[src/rtl/si_tag_lane_scheduler.sv]
// Serializes one multi-lane converter beat into a single-tag-per-cycle stream in ascending lane order,
// filtering lanes by a per-channel enable mask and tracking a monotonic lowest-time bound.
module si_tag_lane_scheduler #(
   parameter int unsigned CHANNEL_COUNT   = 20,
   parameter int unsigned NUMBER_OF_WORDS = 4
) (
   input  logic                         clk,
   input  logic                         rst,
   input  logic                         s_axis_tvalid,
   output logic                         s_axis_tready,
   input  logic [63:0]                  s_axis_tagtime [NUMBER_OF_WORDS],
   input  logic signed [5:0]            s_axis_channel [NUMBER_OF_WORDS],
   input  logic [NUMBER_OF_WORDS-1:0]   s_axis_tkeep,
   input  logic [63:0]                  s_lowest_time_bound,
   input  logic [2*CHANNEL_COUNT-1:0]   channel_enable,
   output logic                         m_axis_tvalid,
   input  logic                         m_axis_tready,
   output logic [63:0]                  m_axis_tagtime,
   output logic signed [5:0]            m_axis_channel,
   output logic                         m_axis_tlast,
   output logic [63:0]                  lowest_time_bound,
   output logic [31:0]                  dropped_tags
);

   localparam int unsigned N  = NUMBER_OF_WORDS;
   localparam int unsigned CC = CHANNEL_COUNT;
   localparam int unsigned SW = (N > 1) ? $clog2(N) : 1;
   localparam int unsigned CW = $clog2(N + 1);

   logic [N-1:0]      pend_keep;
   logic [63:0]       time_q [N];
   logic signed [5:0] chan_q [N];
   logic [63:0]       low_q;
   logic [31:0]       drop_q;

   logic [N-1:0]      lane_en;
   logic [SW-1:0]     sel;
   logic [N-1:0]      sel_oh;
   logic [CW-1:0]     pend_cnt;
   logic [CW-1:0]     drop_inc;
   logic [32:0]       drop_sum;
   logic              issue;
   logic              accept;

   // Channel 0 and out-of-range channels match no enable bit and are therefore masked off.
   always_comb begin
      for (int i = 0; i < int'(N); i++) begin
         lane_en[i] = 1'b0;
         for (int j = 0; j < int'(CC); j++) begin
            if ((int'(s_axis_channel[i]) == j + 1) && channel_enable[j]) begin
               lane_en[i] = 1'b1;
            end
            if ((int'(s_axis_channel[i]) == -(j + 1)) && channel_enable[int'(CC) + j]) begin
               lane_en[i] = 1'b1;
            end
         end
      end
   end

   always_comb begin
      sel      = '0;
      sel_oh   = '0;
      pend_cnt = '0;
      drop_inc = '0;
      for (int i = int'(N) - 1; i >= 0; i--) begin
         if (pend_keep[i]) begin
            sel       = SW'(i);
            sel_oh    = '0;
            sel_oh[i] = 1'b1;
         end
      end
      for (int i = 0; i < int'(N); i++) begin
         pend_cnt = pend_cnt + CW'(pend_keep[i]);
         drop_inc = drop_inc + CW'(s_axis_tkeep[i] & ~lane_en[i]);
      end
      drop_sum = {1'b0, drop_q} + 33'(drop_inc);
   end

   always_comb begin
      m_axis_tvalid     = |pend_keep;
      m_axis_tagtime    = m_axis_tvalid ? time_q[sel] : 64'd0;
      m_axis_channel    = m_axis_tvalid ? chan_q[sel] : 6'sd0;
      m_axis_tlast      = (pend_cnt == CW'(1));
      s_axis_tready     = ~m_axis_tvalid | (m_axis_tready & m_axis_tlast);
      issue             = m_axis_tvalid & m_axis_tready;
      accept            = s_axis_tvalid & s_axis_tready;
      lowest_time_bound = low_q;
      dropped_tags      = drop_q;
   end

   always_ff @(posedge clk) begin
      if (rst) begin
         pend_keep <= '0;
         low_q     <= '0;
         drop_q    <= '0;
      end else begin
         // A new beat replaces the one whose last tag is leaving this cycle.
         if (accept) begin
            pend_keep <= s_axis_tkeep & lane_en;
         end else if (issue) begin
            pend_keep <= pend_keep & ~sel_oh;
         end
         if (issue) begin
            low_q <= m_axis_tagtime;
         end else if (!m_axis_tvalid && !accept && (s_lowest_time_bound > low_q)) begin
            low_q <= s_lowest_time_bound;
         end
         if (accept) begin
            drop_q <= drop_sum[32] ? 32'hFFFF_FFFF : drop_sum[31:0];
         end
      end
   end

   always_ff @(posedge clk) begin
      if (accept) begin
         for (int i = 0; i < int'(N); i++) begin
            time_q[i] <= s_axis_tagtime[i];
            chan_q[i] <= s_axis_channel[i];
         end
      end
   end

endmodule

[config.mk]
export PLATFORM = sky130hd
export DESIGN_NAME = si_tag_lane_scheduler
export DESIGN_NICKNAME = d
export VERILOG_FILES = /design/src/rtl/si_tag_lane_scheduler.sv
export SDC_FILE = /design/constraint.sdc
export NUM_CORES = 1
export LEC_CHECK = 0
export ABC_AREA = 1
export CORE_AREA = 2 2 217 219
export CTS_CLUSTER_DIAMETER = 30
export DETAILED_ROUTE_END_ITERATION = 6
export DIE_AREA = 0 0 219 221
export GPL_ROUTABILITY_DRIVEN = 1
export HOLD_SLACK_MARGIN = 0.02
export PLACE_DENSITY = 0.72
export SETUP_SLACK_MARGIN = 0.5
export SYNTH_ARGS = -nofsm -noshare
export SYNTH_HDL_FRONTEND = slang
export SYNTH_SLANG_ARGS = --single-unit
export TNS_END_PERCENT = 30
[constraint.sdc]
create_clock -name clk -period 12.8 [get_ports clk]
set_clock_uncertainty 0.1 [all_clocks]
set_input_delay 2.56 -clock clk [delete_from_list [all_inputs] [get_ports clk]]
set_output_delay 2.56 -clock clk [all_outputs]
set_load 0.02 [all_outputs]
==> results by group, run 1 <==
Outcome
  • Status: finished with violations
  • Failing checks: DRC

Routing
  • Number of vias per cell: 5.400
  • Via count: 19.20k
  • Initial DRC count: 1706
  • DRC Markers: 1
  • Met2 wire length: 39040 µm
  • M1 WL: 31100 µm
  • Antenna Nets Post-Route: 0
  • 1st-pass router iterations: 7
  • Avg WL per Cell: 22.77 µm
  • Total routed wirelength: 80960 µm
  • Metal3 WL: 7314 µm
  • Highest routed layer: met5

Placement
  • Post-DP HPWL: 59720 µm
  • Number of port buffers: 560
  • Dpl cell area: 25460 µm²
  • DP Worst Slack: 5.195 ns
  • GPL Wtd Cong: 0.9260

Global route
  • Vias in the first global route: 18.92k
  • Global-route wire length before repair: 117600 µm
  • Largest net degree at the start of global routing: 140
  • Initial antenna violation count: 13
  • GRT overflow: 0
  • Overall routing resource usage: 32.54%

Power and ir drop
  • Seq pwr share: 24.4%
  • Switching fraction of total power: 42.77%
  • Switching Power: 3581 µW
  • Combinational power share: 46.9%
  • Maximum vdd drop: 0.2184 mV
  • PwrDens: 291.1 nW/µm²
  • Internal power: 4791 µW
  • LEAKAGE: 0.01137 µW
  • Power share of the clock group: 28.7%

Timing
  • Setup ws final: 5.592 ns
  • Max Fclk: 138.7 MHz
  • Slew Limit Headroom: 20.27%
  • Max Slew Vio Count: 0
  • Slew @ Worst Pin: 1.196 ns
  • Final Setup Violations: 0
  • Final hold vios: 0
  • Setup TNS Final: 0 ns
  • RSZ-0062 raised after global routing: no
  • Fin crit period: 7.208 ns
  • Minimum hold slack: 0.3979 ns
  • Period utilisation layout: 56.31%

Setup path
  • Crit path kind: flop to output port
  • CP required: 10.14 ns
  • R2r startpoint: pend_keep[0]
  • Reg-to-Reg End: time_q[0][5]
  • Worst R2R Setup Slack: 7.23 ns
  • R2R cell count: 12
  • Setup crit end kind: output port
  • Worst Setup Start Kind: flop
  • Worst Path Arrival: 4.55 ns
  • Crit Path Max Fanout: 71

Synthesis
  • Cell variety after synth: 45
  • Synth area leaders: edfxtp_1, nand2_1, dfxtp_1, nand3_1, ha_1
  • Yosys warnings: 0
  • Syn nets: 2752
  • Ys flop type: edfxtp_1
  • Synth top area share: 43.18%
  • Post-Syn Instances: 2284
  • Post-synth EDFFs: 280
  • Post-synth ARST share: 0%
  • Post-synth top area cell: edfxtp_1
  • FF+latch count, synth: 380
  • Syn Std Cell Area: 19470 µm²
  • Syn Area/Cell: 8.526 µm²
  • Register area share after synthesis: 53.46%

Clock tree
  • Setup bufs post-CTS: 0
  • Maximum level of the CTS H-tree: 3
  • Number of buffers created by CTS: 94
  • Clock insertion delay at the later pin of the skew report: 0.63 ns
  • CTS hold repair buffers: 0
  • Cts repair resizes: 0
  • Clk root buf: clkbuf_16
  • Worst-path clk slew: 0.04 ns
  • CTS tree: built
  • Clock sink total: 380
  • Clock Path Buffers: 3

Floorplanning
  • I/O pins: 561
  • Core ar.: 46060 µm²
  • Initial Util: 42.28%
  • Die H: 221 µm
  • DIE WIDTH: 219 µm
  • DIE AREA: 48400 µm²
  • Row count: 79

Worst hold path
  • Hold path cells: 2
  • Worst hold start: lowest_time_bound[60]
  • Worst Hold End: lowest_time_bound[60]
  • Worst Hold Class: flop to flop

Finish
  • P&R area growth vs syn: 47.66%
  • Design Area, Final: 28760 µm²
  • Most frequent cells in the layout: nand2_1, clkdlybuf4s50_1, edfxtp_1
  • Nets: 3323
  • Layout cells sized above 1: 6.608%
  • Commonest non-fill, non-tap cell in the layout: nand2_1

Flow run
  • Max Cap Violations: 0
[worst max-delay path, cell delays in order, from the launching register on]
cell             delay (ns)
dfxtp_1                0.33
inv_1                  0.08
or2_1                  0.24
a21oi_4                0.16
buf_4                  0.69
buf_4                  0.76
nor2_1                 0.11
nor2_1                 0.11
o21ai_0                0.35
a21oi_1                0.29
clkdlybuf4s50_1        0.64
[Yosys cell counts, types with 2 or more instances]
master,number
nand2_1,671
edfxtp_1,280
nand3_1,257
inv_1,197
nor2_1,189
a21oi_1,133
dfxtp_1,100
ha_1,73
o21ai_1,64
o21ai_0,63
clkbuf_1,59
o22ai_1,38
nor3_1,30
buf_2,17
buf_4,15
nand4_1,11
xor2_1,11
a31oi_1,10
buf_6,8
xnor2_1,7
nand2_2,6
o21bai_1,5
inv_2,4
o21a_1,4
fa_1,3
nand3b_1,3
nor4_1,3
a22o_1,2
nor2_2,2
o221ai_1,2
or2_1,2
or2_2,2
[state kept, by name (all words and copies together) (netlist names)]
register and count:
lowest_time_bound 64, chan_q 24, time_q 256, pend_keep 4, dropped_tags 32
[stage by stage]
| step | utilization [%] | cells | power (µW) |
|---|---|---|---|
| after floorplan | - | 2284 | 4423 |
| after global placement | 55.28 | 3366 | 5902 |
| after detailed placement | 55.28 | 3366 | 5962 |
| after CTS | 62.36 | 3543 | 8402 |
| after global routing | 62.41 | 3553 | 8808 |
| final | 62.43 | 3556 | 8372 |
[how the worst max path moves through the flow]
| stage | to | cells past startpoint | slack (ns) | start |
|---|---|---|---|---|
| global placement | dropped_tags[11] | 25 | 5.27 | s_axis_channel[12] |
| CTS | m_axis_channel[4] | 10 | 5.63 | pend_keep[3] |
| finish | m_axis_channel[0] | 10 | 5.59 | pend_keep[3] |
| global route | dropped_tags[11] | 26 | 5.29 | s_axis_channel[19] |
| detailed placement | dropped_tags[11] | 27 | 5.19 | s_axis_channel[1] |
| floorplan | dropped_tags[0] | 7 | 0.82 | m_axis_tready |
[power groups by stage]
stage / Clock [µW] / Sequential, µW / Combinational, µW
2_1_floorplan: 0 / 2290 / 2140
3_3_place_gp: 0 / 2040 / 3860
3_5_place_dp: 0 / 2060 / 3910
4_1_cts: 2420 / 2040 / 3940
5_1_grt: 2490 / 2080 / 4240
6_report: 2400 / 2040 / 3930
[per-layer routing]
metal  global-route usage [%]  up-vias
li1                         -     8895
met1                    38.83     9149
met2                    55.07      970
met3                    8.440      185
met4                    14.25        4
met5                        0        -
[cell type report]
class / instances / area (µm²)
repair buffers: 575 / 5715
flip-flops and latches: 380 / 10410
clock inverters: 65 / 792.0
well taps: 607 / 759.5
fillers: 3806 / 17310
inverters: 201 / 764.5
diodes: 13 / 32.53
multi-input cells: 1603 / 7811
clock buffers: 112 / 2470
[logic make-up after synthesis]
| family | share of synthesized area [%] |
|---|---|
| adders and majority gates | 4.999 |
| buffers and inverters | 6.509 |
| and+or+nand+nor | 25.19 |
| DFF | 53.46 |
| AOI/OAI and AO/OA | 9.040 |
| xor gates and xnor gates | 0.8096 |
No activity file was read; power rests on OpenSTA's default activity.
==> run 2, diff against run 1 <==
- clock period: 12.8 -> 7.4 ns (I/O delays scaled with it)
==> run 2 against run 1 <==
Against the previous run:
- the flow now finishes without violations
- hold slack lost 0.0057 ns
- critical endpoint is now dropped_tags[11]
- sequential power up 73%
- first-iteration DRC count down 9.6%
==> results by group, run 2 (same netlist as run 1, synthesis figures left out) <==
Global route
  • GRT overflow: 0 (unchanged)
  • Initial antenna violation count: 21 (was 13)
  • Vias in the first global route: 18.94k (was 18.92k)
  • Largest net degree at the start of global routing: 117 (was 140)
  • Overall routing resource usage: 32.24% (was 32.54%)
  • Global-route wire length before repair: 116500 µm (was 117600 µm)

Power and ir drop
  • Combinational power share: 47.2% (was 46.9%)
  • LEAKAGE: 0.01132 µW (was 0.01137 µW)
  • Seq pwr share: 24.5% (was 24.4%)
  • PwrDens: 501.0 nW/µm² (was 291.1 nW/µm²)
  • Maximum vdd drop: 0.3338 mV (was 0.2184 mV)
  • Switching Power: 6191 µW (was 3581 µW)
  • Switching fraction of total power: 43.11% (was 42.77%)
  • Internal power: 8171 µW (was 4791 µW)
  • Power share of the clock group: 28.3% (was 28.7%)

Timing
  • Slew @ Worst Pin: 1.101 ns (was 1.196 ns)
  • Period utilisation layout: 82.77%
  • RSZ-0062 raised after global routing: no (unchanged)
  • Final Setup Violations: 0 (unchanged)
  • Setup ws final: 1.275 ns (was 5.592 ns)
  • Max Slew Vio Count: 0 (unchanged)
  • Setup TNS Final: 0 ns (unchanged)
  • Slew Limit Headroom: 26.60% (was 20.27%)
  • Fin crit period: 6.125 ns
  • Max Fclk: 163.3 MHz
  • Final hold vios: 0 (unchanged)

Placement
  • DP Worst Slack: 0.8229 ns (was 5.195 ns)
  • Number of port buffers: 560 (unchanged)
  • GPL Wtd Cong: 0.9547 (was 0.9260)
  • Post-DP HPWL: 58920 µm (was 59720 µm)

Floorplanning
  • I/O pins: 561 (unchanged)
  • Core ar.: 46060 µm² (unchanged)
  • DIE AREA: 48400 µm² (unchanged)
  • Die H: 221 µm (unchanged)
  • Initial Util: 42.28% (unchanged)
  • DIE WIDTH: 219 µm (unchanged)
  • Row count: 79 (unchanged)

Worst hold path
  • Worst Hold Class: flop to flop (unchanged)
  • Worst hold start: lowest_time_bound[43] (was lowest_time_bound[60])
  • Hold path cells: 2 (unchanged)
  • Worst Hold End: lowest_time_bound[43] (was lowest_time_bound[60])

Finish
  • Most frequent cells in the layout: nand2_1, clkdlybuf4s50_1, edfxtp_1 (unchanged)
  • P&R area growth vs syn: 47.21% (was 47.66%)
  • Largest register FFs: 256 (unchanged)
  • Layout cells sized above 1: 6.453% (was 6.608%)
  • Nets: 3318 (was 3323)
  • Commonest non-fill, non-tap cell in the layout: nand2_1 (unchanged)
  • Reg with most FFs: time_q (unchanged)

Setup path
  • R2r startpoint: pend_keep[0] (unchanged)
  • CP required: 7.83 ns (was 10.14 ns)
  • Setup crit end kind: flop (was output port)
  • Crit path kind: input pin to flop (was flop to output port)
  • R2R cell count: 11 (was 12)
  • Reg-to-Reg End: time_q[2][33] (was time_q[0][5])
  • Worst R2R Setup Slack: 2.83 ns (was 7.23 ns)
  • Worst Path Arrival: 6.56 ns (was 4.55 ns)
  • Crit Path Max Fanout: 16 (was 71)
  • Worst Setup Start Kind: input pin (was flop)

Clock tree
  • Cts repair resizes: 0 (unchanged)
  • CTS tree: built (unchanged)
  • Setup bufs post-CTS: 0 (unchanged)
  • Number of buffers created by CTS: 91 (was 94)
  • Maximum level of the CTS H-tree: 3 (unchanged)
  • Clock sink total: 380 (unchanged)
  • Worst-path clk slew: 0.05 ns (was 0.04 ns)
  • CTS hold repair buffers: 0 (unchanged)
  • Clock insertion delay at the later pin of the skew report: 0.63 ns (about the same)
  • Clock Path Buffers: 3 (unchanged)
  • Clk root buf: clkbuf_16 (unchanged)

Routing
  • Via count: 19.10k (was 19.20k)
  • DRC Markers: 0 (was 1)
  • Number of vias per cell: 5.379 (was 5.400)
  • Avg WL per Cell: 22.60 µm (was 22.77 µm)
  • 1st-pass router iterations: 6 (was 7)
  • Total routed wirelength: 80240 µm (was 80960 µm)
  • Antenna Nets Post-Route: 0 (unchanged)
  • Initial DRC count: 1543 (was 1706)

Outcome
  • Status: completed (was finished with violations)

Flow run
  • Max Cap Violations: 0 (unchanged)
-- run 2: critical path: stages --
cell and delay, ns:
clkdlybuf4s50_1 0.60, inv_1 0.06, nor2_1 0.38, nand2_1 0.19, o22ai_1 0.20, nor2_1 0.06, a31o_2 0.23, nand3_1 0.10
nor2_1 0.07, fa_1 0.46, ha_1 0.21, ha_1 0.29, inv_1 0.06, fa_1 0.39, inv_1 0.08, nand2_1 0.07
a21oi_2 0.23, nand2_1 0.14, nor2_2 0.17, nand2_1 0.10, nor4_1 0.16, nand2_1 0.42, o31ai_1 0.22, inv_1 0.07
a21oi_1 0.11
-- run 2: layout make-up --
type	count	area, µm²
fillers	3825	17390
clock inverters	63	737.0
diodes	14	35.03
repair buffers	573	5713
well taps	607	759.5
clock buffers	109	2437
inverters	201	764.5
flip-flops and latches	380	10410
multi-input cells	1603	7811
-- run 2: power by group through the flow --
stage	sequential [µW]	combinational, µW	clock (µW)
final	3520	6780	4060
after floorplan	3810	3690	0
after global placement	3520	6660	0
after global routing	3590	7330	4210
after CTS	3510	6820	4090
after detailed placement	3540	6760	0
-- run 2: worst max path at each step --
stage                       startpoint               end
floorplan                 pend_keep[0]   dropped_tags[0]
global placement    s_axis_channel[12]  dropped_tags[11]
detailed placement  s_axis_channel[12]  dropped_tags[11]
CTS                 s_axis_channel[12]  dropped_tags[11]
global route        s_axis_channel[12]  dropped_tags[11]
finish              s_axis_channel[12]  dropped_tags[11]
-- run 2: through the flow --
stage / hold WS [ns] / std cells / power [µW] / utilization, % / area [µm²]
floorplan: 0.4197 / 2284 / 7503 / - / 19470
global placement: 0.3870 / 3364 / 10180 / 55.27 / 25460
detailed placement: 0.3887 / 3364 / 10300 / 55.27 / 25460
CTS: 0.3953 / 3536 / 14420 / 62.16 / 28630
global route: 0.4128 / 3547 / 15130 / 62.22 / 28660
finish: 0.3921 / 3550 / 14360 / 62.24 / 28670
-- run 2: layer usage --
layer	global-route usage [%]	part of all wire, %	vias to the layer above
li1	-	-	8899
met1	37.49	37	8988
met2	54.02	48	986
met3	10.21	9.9	211
met4	14.73	4.6	12
met5	0	0.10	-
==> run 3, diff against run 2 <==
- CORE_AREA: 2 2 217 219 -> 2 2 220 222
- DIE_AREA: 0 0 219 221 -> 0 0 222 224
- PLACE_DENSITY: 0.72 -> 0.74
- clock period: 7.4 -> 5.35 ns (I/O delays scaled with it)
==> run 3 against run 2 <==
Against the previous run:
- cell count up 3.3%
- non-clock buffer count rose by 118
- sequential power increased by 38%
- sequential share of layout area is 1.6 points lower
- first-iteration DRC count increased by 12%
- via count rose by 2.2%
- largest power group unchanged
- highest routed layer unchanged
==> results by group, run 3 (same netlist as run 1, synthesis figures left out) <==
Outcome
  • Status: completed (unchanged)

Setup path
  • Worst Path Arrival: 3.72 ns (was 6.56 ns)
  • CP top delay family: simple AND/OR/NAND/NOR gates (unchanged)
  • CP peak stage delay: 0.67 ns (was 0.60 ns)
  • Worst Setup Start Kind: flop (was input pin)
  • CP required: 4.18 ns (was 7.83 ns)
  • Setup crit end kind: output port (was flop)
  • Most frequent CP cell: nand2_1 (unchanged)
  • Cell Chain, Critical Path: or2_1 -> a21oi_4 -> buf_16 -> nand2_1 -> nand3_1 -> nand2_1 -> nor2_1 -> clkdlybuf4s50_1
  • Crit-path slowest cell: clkdlybuf4s50_1 (unchanged)
  • Crit Path Max Fanout: 140 (was 16)
  • Worst path buffer plus inverter count: 2 (was 5)
  • Crit path kind: flop to output port (was input pin to flop)
  • Worst R2R Setup Slack: 1.41 ns (was 2.83 ns)

Timing
  • Setup ws final: 0.4558 ns (was 1.275 ns)
  • Final hold vios: 0 (unchanged)
  • Period utilisation layout: 91.48%
  • Max Slew Vio Count: 0 (unchanged)
  • Final Setup Violations: 0 (unchanged)
  • RSZ-0062 raised after global routing: yes (was no)
  • Minimum hold slack: 0.3985 ns (was 0.3921 ns)
  • Fin crit period: 4.894 ns
  • Slew @ Worst Pin: 0.9933 ns (was 1.101 ns)
  • Max Fclk: 204.3 MHz
  • Slew Limit Headroom: 33.78% (was 26.60%)

Global route
  • Largest net degree at the start of global routing: 141 (was 117)
  • Initial antenna violation count: 13 (was 21)
  • GRT overflow: 0 (unchanged)
  • Overall routing resource usage: 31.72% (was 32.24%)
  • Vias in the first global route: 19.21k (was 18.94k)
  • Global-route wire length before repair: 118700 µm (was 116500 µm)

Routing
  • DRC Markers: 0 (unchanged)
  • Initial DRC count: 1723 (was 1543)
  • Via count: 19.51k (was 19.10k)
  • Number of vias per cell: 5.320 (was 5.379)
  • Avg WL per Cell: 22.11 µm (was 22.60 µm)
  • Antenna Nets Post-Route: 0 (unchanged)
  • 1st-pass router iterations: 7 (was 6)
  • Total routed wirelength: 81090 µm (was 80240 µm)

Clock tree
  • Maximum level of the CTS H-tree: 3 (unchanged)
  • Clk root buf: clkbuf_16 (unchanged)
  • Clock sink total: 380 (unchanged)
  • Worst-path clk slew: 0.04 ns (was 0.05 ns)
  • CTS tree: built (unchanged)
  • Clock Path Buffers: 3 (unchanged)
  • Number of buffers created by CTS: 91 (unchanged)
  • Clock insertion delay at the later pin of the skew report: 0.64 ns (was 0.63 ns)

Finish
  • Commonest non-fill, non-tap cell in the layout: nand2_1 (unchanged)
  • P&R area growth vs syn: 53.90% (was 47.21%)
  • Fillcell total: 3843 (was 3825)
  • Largest register FFs: 256 (unchanged)
  • Layout cells sized above 1: 12.61% (was 6.453%)
  • Nets: 3437 (was 3318)
  • Post-route core utilization: 63.30% (was 62.24%)
  • Most frequent cells in the layout: nand2_1, clkdlybuf4s50_1, edfxtp_1 (unchanged)
  • Design Area, Final: 29970 µm² (was 28670 µm²)
  • Reg with most FFs: time_q (unchanged)

Placement
  • Dpl cell area: 26470 µm² (was 25460 µm²)
  • Number of port buffers: 560 (unchanged)
  • Post-DP HPWL: 59160 µm (was 58920 µm)
  • DP Worst Slack: -0.5660 ns (was 0.8229 ns)
  • GPL Wtd Cong: 0.9206 (was 0.9547)

Flow run
  • Max Cap Violations: 0 (unchanged)

Power and ir drop
  • LEAKAGE: 0.01220 µW (was 0.01132 µW)
  • PwrDens: 673.2 nW/µm² (was 501.0 nW/µm²)
  • Maximum vdd drop: 0.4969 mV (was 0.3338 mV)
  • Tot Pwr: 20170 µW (was 14360 µW)

Floorplanning
  • Row count: 80 (was 79)
  • Core ar.: 47350 µm² (was 46060 µm²)
  • Die H: 224 µm (was 221 µm)
  • I/O pins: 561 (unchanged)
  • DIE AREA: 49730 µm² (was 48400 µm²)
  • Initial Util: 41.13% (was 42.28%)
  • DIE WIDTH: 222 µm (was 219 µm)

Worst hold path
  • Worst Hold Class: flop to flop (unchanged)
[run 3: changes by cell type in the layout (fill, tap and decap cells not counted), moves of 6 or more]
cell	previous run	this run
inv_1	197	169
nor2_1	189	170
clkbuf_2	0	12
clkdlybuf4s50_1	559	519
buf_12	1	14
nand2_2	7	13
nand2_1	669	660
inv_2	2	28
nor2_2	1	17
dlymetal6s2s_1	0	23
diode_2	14	8
buf_4	13	115
[run 3: routing by layer]
metal,GRT usage [%],routed length [µm],up-vias
li1,-,-,9131
met2,53.63,38790,961
met5,0,50,-
met3,7.594,7238,199
met1,38.66,31570,9215
met4,13.99,3432,8
[run 3: tightest hold or removal path, cell delays in order, from the launching register on]
cell     delay [ns]
dfxtp_1        0.31
nand3_1        0.08
a21oi_1        0.06
[run 3: through the flow]
stage / instances / TNS [ns]
after detailed placement: 3480 / -13.59
after global placement: 3480 / -13.79
after global routing: 3665 / 0
after floorplan: 2284 / 0
final: 3668 / 0
after CTS: 3650 / 0
[run 3: cell type report]
| class | count | area, µm² | area share (%) |
|---|---|---|---|
| antenna | 8 | 20.02 | 0.06680 |
| timing repair buffer | 691 | 6780 | 22.62 |
| inverter | 201 | 769.5 | 2.568 |
| clock buffer | 109 | 2365 | 7.890 |
| sequential | 380 | 10410 | 34.73 |
| multi-input combinational | 1604 | 8063 | 26.90 |
| tap | 615 | 769.5 | 2.568 |
| clock inverter | 60 | 793.3 | 2.647 |
[run 3: final timing paths]
kind	startpoint	endpoint	cells after the start
setup / recovery	pend_keep[2]	m_axis_tagtime[60]	8
hold / removal	lowest_time_bound[23]	lowest_time_bound[23]	2
setup reg to reg	pend_keep[0]	time_q[3][6]	11
hold reg to reg	lowest_time_bound[23]	lowest_time_bound[23]	2
[run 3: power breakdown]
group	leakage, µW	switching, µW	internal, µW
registers	0.00348	411	4460
clock network	0.00153	1810	3840
logic	0.00719	6390	3270
[run 3: what timing repair did]
action | CTS | global route
pin swaps | 3 | 30
buffers inserted | 1 | 9
setup endpoints to repair | 32 | 35
hold buffers | 0 | 0
gates resized for setup | 35 | 119
hold endpoints to repair | 0 | 0
cloned | 0 | 1
